[config.mk]
export PLATFORM = sky130hd
export DESIGN_NAME = register_bank_sb_flat
export DESIGN_NICKNAME = d
export VERILOG_FILES = /design/src/rtl/regbank_pkg.sv /design/src/rtl/register_bank_sb_if.sv /design/src/rtl/regbank_scoreboard.sv /design/src/rtl/register_bank_sb.sv /design/src/flat_wrapper.sv
export SDC_FILE = /design/constraint.sdc
export NUM_CORES = 1
export LEC_CHECK = 0
export BUFFER_PORTS_ARGS = -buffer_cell sky130_fd_sc_hd__clkbuf_2
export CORE_MARGIN = 4
export CORE_UTILIZATION = 30
export DETAILED_ROUTE_END_ITERATION = 10
export PLACE_DENSITY = 0.55
export SLEW_MARGIN = 20
export SYNTH_ARGS = -nofsm -noshare
export SYNTH_HDL_FRONTEND = slang
export SYNTH_SLANG_ARGS = --single-unit
[constraint.sdc]
create_clock -name CLK -period 2.74 [get_ports CLK]
set_clock_uncertainty 0.15 [all_clocks]
set_input_delay 0.137 -clock CLK [delete_from_list [all_inputs] [get_ports CLK]]
set_output_delay 0.137 -clock CLK [all_outputs]
set_load 0.005 [all_outputs]
[src/rtl/regbank_pkg.sv]
// Shared widths and types for the register bank with busy-bit scoreboard.
package regbank_pkg;

  localparam int DATA_W = 32;
  localparam int ADDR_W = 4;
  localparam int DEPTH  = 2 ** ADDR_W;

  typedef logic [ADDR_W-1:0] reg_addr_t;
  typedef logic [DATA_W-1:0] reg_data_t;
  typedef logic [DEPTH-1:0]  busy_vec_t;

  localparam reg_addr_t ZERO_ADDR = {ADDR_W{1'b0}};

endpackage

[src/rtl/register_bank_sb_if.sv]
// Decode/write-back bus of the register bank: read ports, write port, issue port, stall.
interface register_bank_sb_if;
  import regbank_pkg::*;

  reg_addr_t RA1;
  reg_addr_t RA2;
  reg_data_t RD1;
  reg_data_t RD2;
  logic      WE;
  reg_addr_t WA;
  reg_data_t WD;
  logic      SetBusy;
  reg_addr_t SetAddr;
  logic      Stall;
  busy_vec_t BusyVec;

  modport master (
    output RA1, RA2, WE, WA, WD, SetBusy, SetAddr,
    input  RD1, RD2, Stall, BusyVec
  );

  modport slave (
    input  RA1, RA2, WE, WA, WD, SetBusy, SetAddr,
    output RD1, RD2, Stall, BusyVec
  );

endinterface

[src/rtl/regbank_scoreboard.sv]
// Busy-bit scoreboard: issue sets, write-back clears (issue wins on a tie), Stall on busy reads.
// REG_BANK_BYPASS_EN: a same-cycle write to a read address resolves its busy bit.
module regbank_scoreboard
  import regbank_pkg::*;
#(
  parameter int ZERO_REG = 1
) (
  input  logic      CLK,
  input  logic      Reset,
  input  logic      WE,
  input  reg_addr_t WA,
  input  logic      SetBusy,
  input  reg_addr_t SetAddr,
  input  reg_addr_t RA1,
  input  reg_addr_t RA2,
  output logic      Stall,
  output busy_vec_t BusyVec
);

  localparam bit ZERO_EN = (ZERO_REG != 32'sd0);

  busy_vec_t busy_r;
  busy_vec_t busy_nxt_s;
  logic      set_ok_s;
  logic      clr_ok_s;
  logic      resolved1_s;
  logic      resolved2_s;

  // Next busy bits: clear on write-back, then a new producer overrides the clear.
  always_comb begin
    busy_nxt_s = busy_r;
    set_ok_s   = SetBusy && !(ZERO_EN && (SetAddr == ZERO_ADDR));
    clr_ok_s   = WE && !(ZERO_EN && (WA == ZERO_ADDR));
    if (clr_ok_s) begin
      busy_nxt_s[WA] = 1'b0;
    end else begin
      busy_nxt_s = busy_nxt_s;
    end
    if (set_ok_s) begin
      busy_nxt_s[SetAddr] = 1'b1;
    end else begin
      busy_nxt_s = busy_nxt_s;
    end
  end

  // Busy-bit storage with synchronous reset.
  always_ff @(posedge CLK) begin
    if (Reset) begin
      busy_r <= {DEPTH{1'b0}};
    end else begin
      busy_r <= busy_nxt_s;
    end
  end

  // Per-port resolution and the stall request.
  always_comb begin
`ifdef REG_BANK_BYPASS_EN
    resolved1_s = clr_ok_s && (WA == RA1);
    resolved2_s = clr_ok_s && (WA == RA2);
`else
    resolved1_s = 1'b0;
    resolved2_s = 1'b0;
`endif
    Stall = (busy_r[RA1] && !resolved1_s) || (busy_r[RA2] && !resolved2_s);
  end

  assign BusyVec = busy_r;

endmodule

[src/rtl/register_bank_sb.sv]
// 16 x 32 register bank with two combinational read ports, one write port and a busy scoreboard.
// REG_BANK_BYPASS_EN: write-first forwarding of WD to a read port addressing WA.
module register_bank_sb
  import regbank_pkg::*;
#(
  parameter int ZERO_REG = 1
) (
  input logic               CLK,
  input logic               Reset,
  register_bank_sb_if.slave bus
);

  localparam bit ZERO_EN = (ZERO_REG != 32'sd0);

  reg_data_t regs_r [DEPTH];
  logic      wr_ok_s;
  reg_data_t rd1_s;
  reg_data_t rd2_s;

  assign wr_ok_s = bus.WE && !(ZERO_EN && (bus.WA == ZERO_ADDR));

  // Data array; writes to the hardwired zero register are dropped.
  always_ff @(posedge CLK) begin
    if (Reset) begin
      for (int i = 0; i < DEPTH; i++) begin
        regs_r[i] <= {DATA_W{1'b0}};
      end
    end else if (wr_ok_s) begin
      regs_r[bus.WA] <= bus.WD;
    end else begin
      regs_r[bus.WA] <= regs_r[bus.WA];
    end
  end

  // Read muxes: zero register first, then optional forwarding, else stored value.
  always_comb begin
    rd1_s = regs_r[bus.RA1];
    rd2_s = regs_r[bus.RA2];
    if (ZERO_EN && (bus.RA1 == ZERO_ADDR)) begin
      rd1_s = {DATA_W{1'b0}};
`ifdef REG_BANK_BYPASS_EN
    end else if (wr_ok_s && (bus.WA == bus.RA1)) begin
      rd1_s = bus.WD;
`endif
    end else begin
      rd1_s = regs_r[bus.RA1];
    end
    if (ZERO_EN && (bus.RA2 == ZERO_ADDR)) begin
      rd2_s = {DATA_W{1'b0}};
`ifdef REG_BANK_BYPASS_EN
    end else if (wr_ok_s && (bus.WA == bus.RA2)) begin
      rd2_s = bus.WD;
`endif
    end else begin
      rd2_s = regs_r[bus.RA2];
    end
  end

  assign bus.RD1 = rd1_s;
  assign bus.RD2 = rd2_s;

  regbank_scoreboard #(
    .ZERO_REG (ZERO_REG)
  ) u_scoreboard (
    .CLK     (CLK),
    .Reset   (Reset),
    .WE      (bus.WE),
    .WA      (bus.WA),
    .SetBusy (bus.SetBusy),
    .SetAddr (bus.SetAddr),
    .RA1     (bus.RA1),
    .RA2     (bus.RA2),
    .Stall   (bus.Stall),
    .BusyVec (bus.BusyVec)
  );

endmodule
[src/flat_wrapper.sv]
// flat-port wrapper written by rule: the top's interface ports become plain ports
module register_bank_sb_flat import regbank_pkg::*;
#(
  parameter int ZERO_REG = 1
)
  (CLK, Reset, bus_RA1, bus_RA2, bus_WE, bus_WA, bus_WD, bus_SetBusy, bus_SetAddr, bus_RD1, bus_RD2, bus_Stall, bus_BusyVec);
  register_bank_sb_if bus_i ();
  input logic CLK;
  input logic Reset;
  input wire logic [$bits(bus_i.RA1)-1:0] bus_RA1;
  input wire logic [$bits(bus_i.RA2)-1:0] bus_RA2;
  input wire logic [$bits(bus_i.WE)-1:0] bus_WE;
  input wire logic [$bits(bus_i.WA)-1:0] bus_WA;
  input wire logic [$bits(bus_i.WD)-1:0] bus_WD;
  input wire logic [$bits(bus_i.SetBusy)-1:0] bus_SetBusy;
  input wire logic [$bits(bus_i.SetAddr)-1:0] bus_SetAddr;
  output wire logic [$bits(bus_i.RD1)-1:0] bus_RD1;
  output wire logic [$bits(bus_i.RD2)-1:0] bus_RD2;
  output wire logic [$bits(bus_i.Stall)-1:0] bus_Stall;
  output wire logic [$bits(bus_i.BusyVec)-1:0] bus_BusyVec;
  assign bus_i.RA1 = bus_RA1;
  assign bus_i.RA2 = bus_RA2;
  assign bus_i.WE = bus_WE;
  assign bus_i.WA = bus_WA;
  assign bus_i.WD = bus_WD;
  assign bus_i.SetBusy = bus_SetBusy;
  assign bus_i.SetAddr = bus_SetAddr;
  assign bus_RD1 = bus_i.RD1;
  assign bus_RD2 = bus_i.RD2;
  assign bus_Stall = bus_i.Stall;
  assign bus_BusyVec = bus_i.BusyVec;
  register_bank_sb #(.ZERO_REG(ZERO_REG)) u_core (.CLK(CLK), .Reset(Reset), .bus(bus_i));
endmodule
==> flow_metrics.tcl, run 1 <==
set metrics [dict create \
    final_core_util_pct 35.6 \
    clock_sinks 528 \
    num-fill-cells 8943 \
    maxCapViolations 0 \
    cts_buffers 57 \
    grt-ovfl-total 0 \
    ys_types 48 \
    internal-power_mw 14.8 \
    tightest_slew_ns 1.11 \
    synthAdderAreaFrac_pct 0 \
    io_buffers 132 \
    clock_latency_ns 0.61 \
    whs_ns 0.128 \
    synth_most_common_cell "edfxtp_1" \
    hold_violations 0 \
    grt_antenna_before_repair 12 \
    drt_iter0_drc 1938 \
    final-setup-viol-count 0 \
    crit_family "compound AO/OA/AOI/OAI gates" \
    routedWlPerCell_um 28.5 \
    slowest_delay_ns 0.43 \
    syn_to_final_growth_pct 17.9 \
    period_share_pct 96.4 \
    setup_ws_ns 0.0982 \
    status "finished, final reports clean" \
    ys_seq_area_share_pct 55.7 \
    cp_max_fo 2 \
    synthFlopType "edfxtp_1" \
    synth_top_area_cell "edfxtp_1" \
    power_density_nw_per_um2 598 \
    post-cts-setup-buffers 0 \
    worstSetupStartpointType "flop" \
    start_util_pct 30.2 \
    htree_levels 2 \
    die_h_um 314 \
    cts_root_buf "clkbuf_16" \
    drive_above_1_share_pct 26.5 \
    path_buf_inv 3 \
    seqPwrFrac_pct 48.2 \
    min-delay-start "bus_WA[0]" \
    grt_pass1_vias 19555 \
    ys_ff_latch 528 \
    cp_slowest_cell "a221oi_1" \
    reg2reg_to "u_core.u_scoreboard.BusyVec[13]$_SDFF_PP0_" \
    wirelength_um 98400 \
    grt_start_max_net_pins 75 \
    synth_edf_count 512 \
    synthArstFlopShare_pct 0 \
    rows 112 \
    min_to "u_core.regs_r[11][9]$_SDFFCE_PN0P_" \
    path_cells "mux2i_1 -> a221oi_1 -> buf_4 -> a211oi_2 -> buf_4 -> a21oi_2 -> clkbuf_2" \
    synth_top_area_share_pct 54.6 \
    p_switching_mw 5.07 \
    crit_start "u_core.regs_r[11][12]$_SDFFCE_PN0P_" \
    peakVddDrop_mv 0.457 \
    crit_type "reg -> out" \
    first_pass_iters 6 \
    core_um2 93200 \
    die_width_um 314 \
    gp_congestion 0.851 \
    tns_ns 0 \
    drtAntennaViolNets 0 \
    clockBufferDepth 3 \
    grt_pass1_wl_um 141000 \
    power.clock.fraction_pct 38.4 \
    synth_compound_area_share_pct 7.18 \
    dp_hpwl_um 62400 \
    yosys_warnings 0 \
    pwr-share-comb_pct 13.3 \
    slew_headroom_pct 25.6 \
    grt_use_total_pct 19.7 \
    path_clk_slew_ns 0.07 \
    syn_avg_cell_area_um2 14.4 \
    cp.arrival_ns 2.35 \
    netlist_instances 1954 \
    netlist_top_cells_count "edfxtp_1 (512), and2_1 (482), mux4_2 (195)" \
    worstReg2RegStart "u_core.u_scoreboard.BusyVec[13]$_SDFF_PP0_" \
    whs_path_depth 3 \
    synth_top_family_by_area "multiplexers" \
    leakage_nw 11.8 \
    hp-class "in -> reg" \
    fmax_ghz 0.379 \
    cp_common_cell "buf_4" \
    routed_via_density 5.45 \
    nets 2202 \
    cts_tree "done" \
    ys_top_cells_by_area "edfxtp_1 (55%), mux4_2 (16%), and2_1 (11%)" \
    critPathRequiredTime_ns 2.45 \
    sw_frac_of_total_pct 25.5 \
    rsz0062_at_grt "no" \
    ff2ff_path_depth 3 \
    worst-r2r-setup-slack_ns 1.37 \
    vias 18829 \
    fin_crit_ns 2.64 \
    drc 0 \
    slew_violations 0 \
    synth_area_um2 28200 \
    io_pins 133 \
    muxShareOfSynthArea_pct 20.6 \
    place_ws_ns 0.193 \
    yosys.area_share.simple_pct 12.5 \
    die_area_um2 98800 \
    synth_xor_area_share_pct 0 \
    endpoint_kind "output pin" \
]
registers in the layout, indices dropped and copies added, names as in the netlist:
register / cells
u_core.regs_r: 512
u_core.u_scoreboard.BusyVec: 16
layer usage:
layer	GRT usage, %	routed length, um	up-vias
met4	6.75	3310	2
met1	25.6	39400	9906
met2	33.3	48600	806
met5	0	11	-
li1	-	-	7931
met3	3.38	7080	184
worst reg2reg max path, delay by kind of cell (launching register included):
| family | cells | cell delay [ns] |
|---|---|---|
| compound gates | 1 | 0.13 |
| buf+inv | 2 | 0.66 |
| flops | 1 | 0.38 |
cells in the final DEF, fill, tap and decap left out, types with 53 or more instances in the layout:
cell / instances
a21oi_1: 97
a221oi_1: 58
and2_1: 482
buf_4: 91
clkbuf_16: 58
clkbuf_2: 127
edfxtp_1: 512
mux2i_1: 137
mux4_2: 195
nand2_1: 53
per-stage QoR:
stage / area (um2) / total power, mW / cells
3_3_place_gp: 30900 / 12.3 / 3301
4_1_cts: 33200 / 20.0 / 3450
2_1_floorplan: 28300 / 11.2 / 1985
3_5_place_dp: 30900 / 12.4 / 3303
6_report: 33200 / 19.9 / 3456
5_1_grt: 33200 / 20.5 / 3454
worst max path at each step:
stage                                                    to  depth (start not counted)  slack (ns)
after detailed placement                        bus_RD1[23]                          7        0.19
after floorplan           u_core.regs_r[6][0]$_SDFFCE_PN0P_                          3        0.93
final                                           bus_RD2[12]                          7         0.1
after global placement                          bus_RD1[29]                          7       -0.06
after global routing                            bus_RD2[12]                          7        0.02
after CTS                                       bus_RD2[12]                          7        0.04
layout make-up:
type                       instances  area, um2  area share, %
sequential                       528      15700           47.3
clock buffer                      66       1480           4.46
multi-input combinational       1245      11600           34.9
timing repair buffer             295       2450           7.37
clock inverter                    40        328          0.987
inverter                          23       86.3          0.260
tap                             1254       1570           4.72
antenna                            5       12.5         0.0377
timing repair:
item / in CTS / in global routing
hold endpoints to repair: 495 / 0
pin swaps: 0 / 0
endpoints found under the setup margin: 1 / 1
hold buffers: 41 / 0
resized for setup: 1 / 1
cloned: 0 / 0
kinds of logic after synthesis:
group,Yosys count
AND/OR/NAND/NOR,592
flip-flops,528
multiplexers,333
AO/OA/AOI/OAI,288
buffers and inverters,212
other,1
power by group through the flow:
stage               registers (mW)  logic, mW  clock network (mW)
floorplan                     9.66       1.53                   0
global placement              9.70       2.59                   0
detailed placement            9.75       2.60                   0
CTS                           9.58       2.66                7.73
global route                  9.64       2.80                8.06
finish                        9.59       2.65                7.64
Power figures use the tool's default switching activity.
==> run 2: changes to the inputs <==
--- a/config.mk
+++ b/config.mk
@@ -6,10 +6,11 @@
 export NUM_CORES = 1
 export LEC_CHECK = 0
 export BUFFER_PORTS_ARGS = -buffer_cell sky130_fd_sc_hd__clkbuf_2
+export CORE_ASPECT_RATIO = 0.8
 export CORE_MARGIN = 4
 export CORE_UTILIZATION = 30
 export DETAILED_ROUTE_END_ITERATION = 10
-export PLACE_DENSITY = 0.55
+export PLACE_DENSITY_LB_ADDON = 0.15
 export SLEW_MARGIN = 20
 export SYNTH_ARGS = -nofsm -noshare
 export SYNTH_HDL_FRONTEND = slang
==> run 2 against run 1 <==
Effect of this change:
- routed wire length grew 9.1%
- first-iteration DRC count shrank 7.2%
- cell count decreased by 0.64%
- combinational power increased by 5%
- via count fell by 1.2%
- sequential power hardly changed
- register-to-register slack worse by 0.04 ns
- hold slack lost 0.071 ns
- critical endpoint is now bus_RD1[4]
- highest routed layer unchanged
==> flow_metrics.tcl, run 2 (same netlist as run 1, synthesis figures left out) <==
set metrics [dict create \
    nets 2206 \
    routedWlPerCell_um 31.3 \
    cp.arrival_ns 2.31 \
    path_cells "mux2i_1 -> a221oi_1 -> a211oi_1 -> a21oi_1 -> clkbuf_2" \
    status "finished, final reports clean" \
    fmax_ghz 0.385 \
    cts_buffers 61 \
    io_pins 133 \
    gp_congestion 0.834 \
    rsz0062_at_grt "no" \
    core_um2 93100 \
    drtAntennaViolNets 0 \
    leakage_nw 11.9 \
    syn_to_final_growth_pct 19.2 \
    final-setup-viol-count 0 \
    cp_slowest_cell "a21oi_1" \
    drt_iter0_drc 1798 \
    cts_tree "done" \
    power_density_nw_per_um2 614 \
    drive_above_1_share_pct 26.3 \
    peakVddDrop_mv 0.481 \
    die_area_um2 98900 \
    setup_ws_ns 0.139 \
    slowest_delay_ns 0.47 \
    crit_family "compound AO/OA/AOI/OAI gates" \
    endpoint_kind "output pin" \
    path_clk_slew_ns 0.06 \
    grt-ovfl-total 0 \
    cts_root_buf "clkbuf_16" \
    max_flop_register "u_core.regs_r" \
    fin_crit_ns 2.60 \
    period_share_pct 94.9 \
    final_core_util_pct 36.1 \
    final_cell_mix "edfxtp_1 (512), and2_1 (482), mux4_2 (195)" \
    final_common_cell "edfxtp_1" \
    placedCellCount 3273 \
    drc 0 \
    hp-class "in -> reg" \
    slew_violations 0 \
    vias 18612 \
    io_buffers 132 \
    worstSetupStartpointType "flop" \
    post-cts-setup-buffers 0 \
    wirelength_um 107000 \
    num-fill-cells 8983 \
    clockBufferDepth 3 \
    place_ws_ns 0.256 \
    slew_headroom_pct 30.5 \
    path_buf_inv 1 \
    htree_levels 2 \
    cp_max_fo 2 \
    rows 100 \
    grt_pass1_wl_um 149000 \
    final_cell_count_no_fill 3434 \
    hold_violations 0 \
    clock_sinks 528 \
    largest_register_ff_count 512 \
    grt_antenna_before_repair 16 \
    p_total_mw 20.6 \
    tightest_slew_ns 1.04 \
    grt_start_max_net_pins 70 \
    critPathRequiredTime_ns 2.45 \
    start_util_pct 30.2 \
    dp_hpwl_um 66900 \
    grt_pass1_vias 18882 \
    die_h_um 282 \
    die_width_um 351 \
    grt_use_total_pct 21.5 \
    routed_via_density 5.42 \
    crit_type "reg -> out" \
    tns_ns 0 \
    clock_latency_ns 0.64 \
    maxCapViolations 0 \
    first_pass_iters 5 \
]
run 2: cell count changes in the layout (fill, tap and decap cells not counted), moves of 5 or more:
cell / delta
buf_12: +22
buf_4: -19
nor2_2: -5
nor2_4: +5
run 2: where the power goes:
group	switching, mW	internal, mW
clock network	3.46	4.76
registers	0.238	9.35
logic	1.63	1.16
run 2: routing by layer:
layer | share of wire (%) | routed length, um | global-route usage [%] | up-vias
li1 | - | - | - | 7942
met1 | 43 | 45600 | 29.0 | 9773
met2 | 48 | 51000 | 35.4 | 735
met3 | 7.3 | 7830 | 4.56 | 154
met4 | 2.6 | 2790 | 5.61 | 8
met5 | 0.046 | 49 | 0 | -
run 2: worst paths after layout:
path	start	end	slack, ns	depth (start not counted)
min	bus_WA[0]	u_core.u_scoreboard.BusyVec[11]$_SDFF_PP0_	0.06	3
min reg2reg	u_core.u_scoreboard.BusyVec[1]$_SDFF_PP0_	u_core.u_scoreboard.BusyVec[1]$_SDFF_PP0_	0.36	2
max	u_core.regs_r[11][4]$_SDFFCE_PN0P_	bus_RD1[4]	0.14	5
max reg2reg	u_core.u_scoreboard.BusyVec[15]$_SDFF_PP0_	u_core.u_scoreboard.BusyVec[15]$_SDFF_PP0_	1.33	3
run 2: through the flow:
| stage | hold slack [ns] | instance area, um2 |
|---|---|---|
| global placement | 0.272 | 31200 |
| detailed placement | 0.297 | 31200 |
| finish | 0.0570 | 33600 |
| global route | 0.0625 | 33600 |
| CTS | 0.0291 | 33500 |
| floorplan | 0.106 | 28300 |
run 2: final cells by class:
| class | count | area, um2 | share of cell area (%) |
|---|---|---|---|
| Clock inverter | 38 | 357 | 1.06 |
| Sequential cell | 528 | 15700 | 46.8 |
| Timing Repair Buffer | 295 | 2670 | 7.95 |
| Tap cell | 1224 | 1530 | 4.56 |
| Clock buffer | 74 | 1600 | 4.76 |
| Inverter | 23 | 86.3 | 0.257 |
| Antenna cell | 7 | 17.5 | 0.0522 |
| Multi-Input combinational cell | 1245 | 11600 | 34.6 |
run 2: timing repair:
action	in CTS	in global routing
hold buffers	42	0
gates resized for setup	0	3
endpoints found under the hold margin	505	0
setup endpoints to repair	0	3
run 2: worst min-delay path: cells and delay by family:
family,cells,cell delay [ns]
AO/OA/AOI/OAI,2,0.49
buffers and inverters,1,0.17
==> run 3: changes to the inputs <==
--- a/config.mk
+++ b/config.mk
@@ -8,7 +8,7 @@
 export BUFFER_PORTS_ARGS = -buffer_cell sky130_fd_sc_hd__clkbuf_2
 export CORE_ASPECT_RATIO = 0.8
 export CORE_MARGIN = 4
-export CORE_UTILIZATION = 30
+export CORE_UTILIZATION = 40
 export DETAILED_ROUTE_END_ITERATION = 10
 export PLACE_DENSITY_LB_ADDON = 0.15
 export SLEW_MARGIN = 20
==> run 3 against run 2 <==
Effect of this change:
- clock-buffer cell count shrank 2
- fmax grew 0.31%
- global-route usage grew 5.1 points
- highest routed layer unchanged
- first-iteration DRC count grew 27%
- power shrank 1.6%
- setup slack gained 0.0080 ns
- final area shrank 1.7%
- critical path type is now in -> out
- hold slack gained 0.046 ns
- sequential power is essentially flat
- clock power shrank 3.5%
==> flow_metrics.tcl, run 3 (same netlist as run 1, synthesis figures left out) <==
set metrics [dict create \
    leakage_nw 11.8 \
    grt_use_total_pct 26.6 \
    fmax_ghz 0.386 \
    drtAntennaViolNets 0 \
    status "finished, final reports clean" \
    clock_latency_ns 0.62 \
    final_common_cell "edfxtp_1" \
    seqPwrFrac_pct 47.3 \
    cp_max_fo 37 \
    power.clock.fraction_pct 39.1 \
    core_um2 69300 \
    hold_violations 0 \
    multi_input_area_um2 11600 \
    wirelength_um 100000 \
    cts_tree "done" \
    num-fill-cells 6026 \
    grt_pass1_vias 19238 \
    met2_length_um 46200 \
    cp_slowest_cell "nor2_2" \
    drt_iter0_drc 2289 \
    syn_to_final_growth_pct 17.2 \
    grt_start_max_net_pins 68 \
    gp_congestion 0.832 \
    routed_via_density 6.04 \
    path_cells "clkbuf_2 -> nor2_2 -> a21oi_4 -> buf_12 -> a32o_1 -> o21bai_1 -> clkbuf_2" \
    htree_levels 2 \
    die_h_um 245 \
    start_util_pct 40.6 \
    grt_antenna_before_repair 11 \
    p_switching_mw 5.09 \
    hp-class "in -> reg" \
    setup_ws_ns 0.147 \
    tns_ns 0 \
    nets 2195 \
    cts_resized 0 \
    clockBufferDepth 3 \
    io_buffers 132 \
    slew_violations 0 \
    io_pins 133 \
    endpoint_kind "output pin" \
    first_pass_iters 5 \
    top_layer_used "met5" \
    cts_buffers 58 \
    cts_root_buf "clkbuf_16" \
    pwr-share-comb_pct 13.6 \
    internal-power_mw 15.2 \
    cp_common_cell "clkbuf_2" \
    slowest_delay_ns 0.91 \
    wl_met1_um 42800 \
    power_density_nw_per_um2 614 \
    p_total_mw 20.3 \
    clock_sinks 528 \
    placedCellCount 2965 \
    critPathRequiredTime_ns 2.45 \
    place_ws_ns 0.224 \
    vias 18845 \
    cp.arrival_ns 2.31 \
    final_cell_count_no_fill 3118 \
    final-setup-viol-count 0 \
    worst-r2r-setup-slack_ns 1.36 \
    final_cell_mix "edfxtp_1 (512), and2_1 (482), mux4_2 (195)" \
    maxCapViolations 0 \
    tightest_slew_ns 1.14 \
    crit_type "in -> out" \
    drc 0 \
    slew_headroom_pct 23.7 \
    max_flop_register "u_core.regs_r" \
    drive_above_1_share_pct 25.8 \
    final_core_util_pct 47.6 \
    rsz0062_at_grt "no" \
    path_clk_slew_ns 0.06 \
    grt_pass1_wl_um 143000 \
    peakVddDrop_mv 0.483 \
    die_width_um 305 \
    rows 86 \
    dp_hpwl_um 59500 \
    wl_met3_um 9050 \
    period_share_pct 94.6 \
    die_area_um2 74700 \
    largest_register_ff_count 512 \
    sw_frac_of_total_pct 25.1 \
    routedWlPerCell_um 32.1 \
    worstSetupStartpointType "primary input" \
    seq_area_um2 15700 \
    grt-ovfl-total 0 \
    fin_crit_ns 2.59 \
]
==> run 3: changes by cell type in the layout (fill, tap and decap cells not counted) <==
cell       before  now
a21oi_2         3    0
nor2_2          2    1
buf_12         52   48
buf_4          72   68
nor2_4         12   13
clkinv_2       14   12
a21oi_1        95   98
diode_2         7    4
clkbuf_16      62   61
clkinv_8        1    0
clkbuf_1       12   11
==> run 3: worst max-delay path, delay by kind of cell <==
| family | cells | cell delay, ns |
|---|---|---|
| AOI/OAI and AO/OA | 3 | 0.65 |
| buffers and inverters | 3 | 0.56 |
| and+or+nand+nor | 1 | 0.91 |
==> run 3: worst paths after layout <==
check / from / to / cells past startpoint
setup reg to reg: u_core.u_scoreboard.BusyVec[15]$_SDFF_PP0_ / u_core.u_scoreboard.BusyVec[15]$_SDFF_PP0_ / 3
hold reg to reg: u_core.u_scoreboard.BusyVec[4]$_SDFF_PP0_ / u_core.u_scoreboard.BusyVec[4]$_SDFF_PP0_ / 2
hold / removal: bus_WA[0] / u_core.regs_r[7][0]$_SDFFCE_PN0P_ / 2
setup / recovery: bus_RA2[2] / bus_RD2[25] / 7
==> run 3: layout make-up <==
class	count	area share, %
diodes	4	0.0303
clock buffers	72	4.75
clock inverters	35	1.00
repair buffers	287	7.75
well taps	924	3.50
inverters	23	0.262
multi-input cells	1245	35.2
flip-flops and latches	528	47.5
==> run 3: layer usage <==
| layer | vias up | global-route usage [%] |
|---|---|---|
| met5 | - | 0 |
| met2 | 986 | 42.2 |
| met4 | 8 | 5.69 |
| met3 | 135 | 5.46 |
| met1 | 9805 | 38.2 |
| li1 | 7911 | - |
==> run 3: power by group through the flow <==
stage / logic, mW / registers, mW / clock network (mW)
final: 2.75 / 9.58 / 7.93
after detailed placement: 2.67 / 9.74 / 0
after CTS: 2.73 / 9.58 / 8.02
after global placement: 2.67 / 9.71 / 0
after global routing: 2.88 / 9.63 / 8.36
after floorplan: 1.53 / 9.66 / 0
==> run 3: what timing repair did <==
item	4_1_cts	5_1_grt
hold buffers	42	0
buffers inserted	0	0
hold endpoints to repair	506	0
==> run 3: per-stage QoR <==
stage | hold WS [ns] | area, um2
global placement | 0.278 | 30700
finish | 0.103 | 33000
CTS | 0.0732 | 33000
global route | 0.101 | 33000
floorplan | 0.106 | 28300
detailed placement | 0.293 | 30700
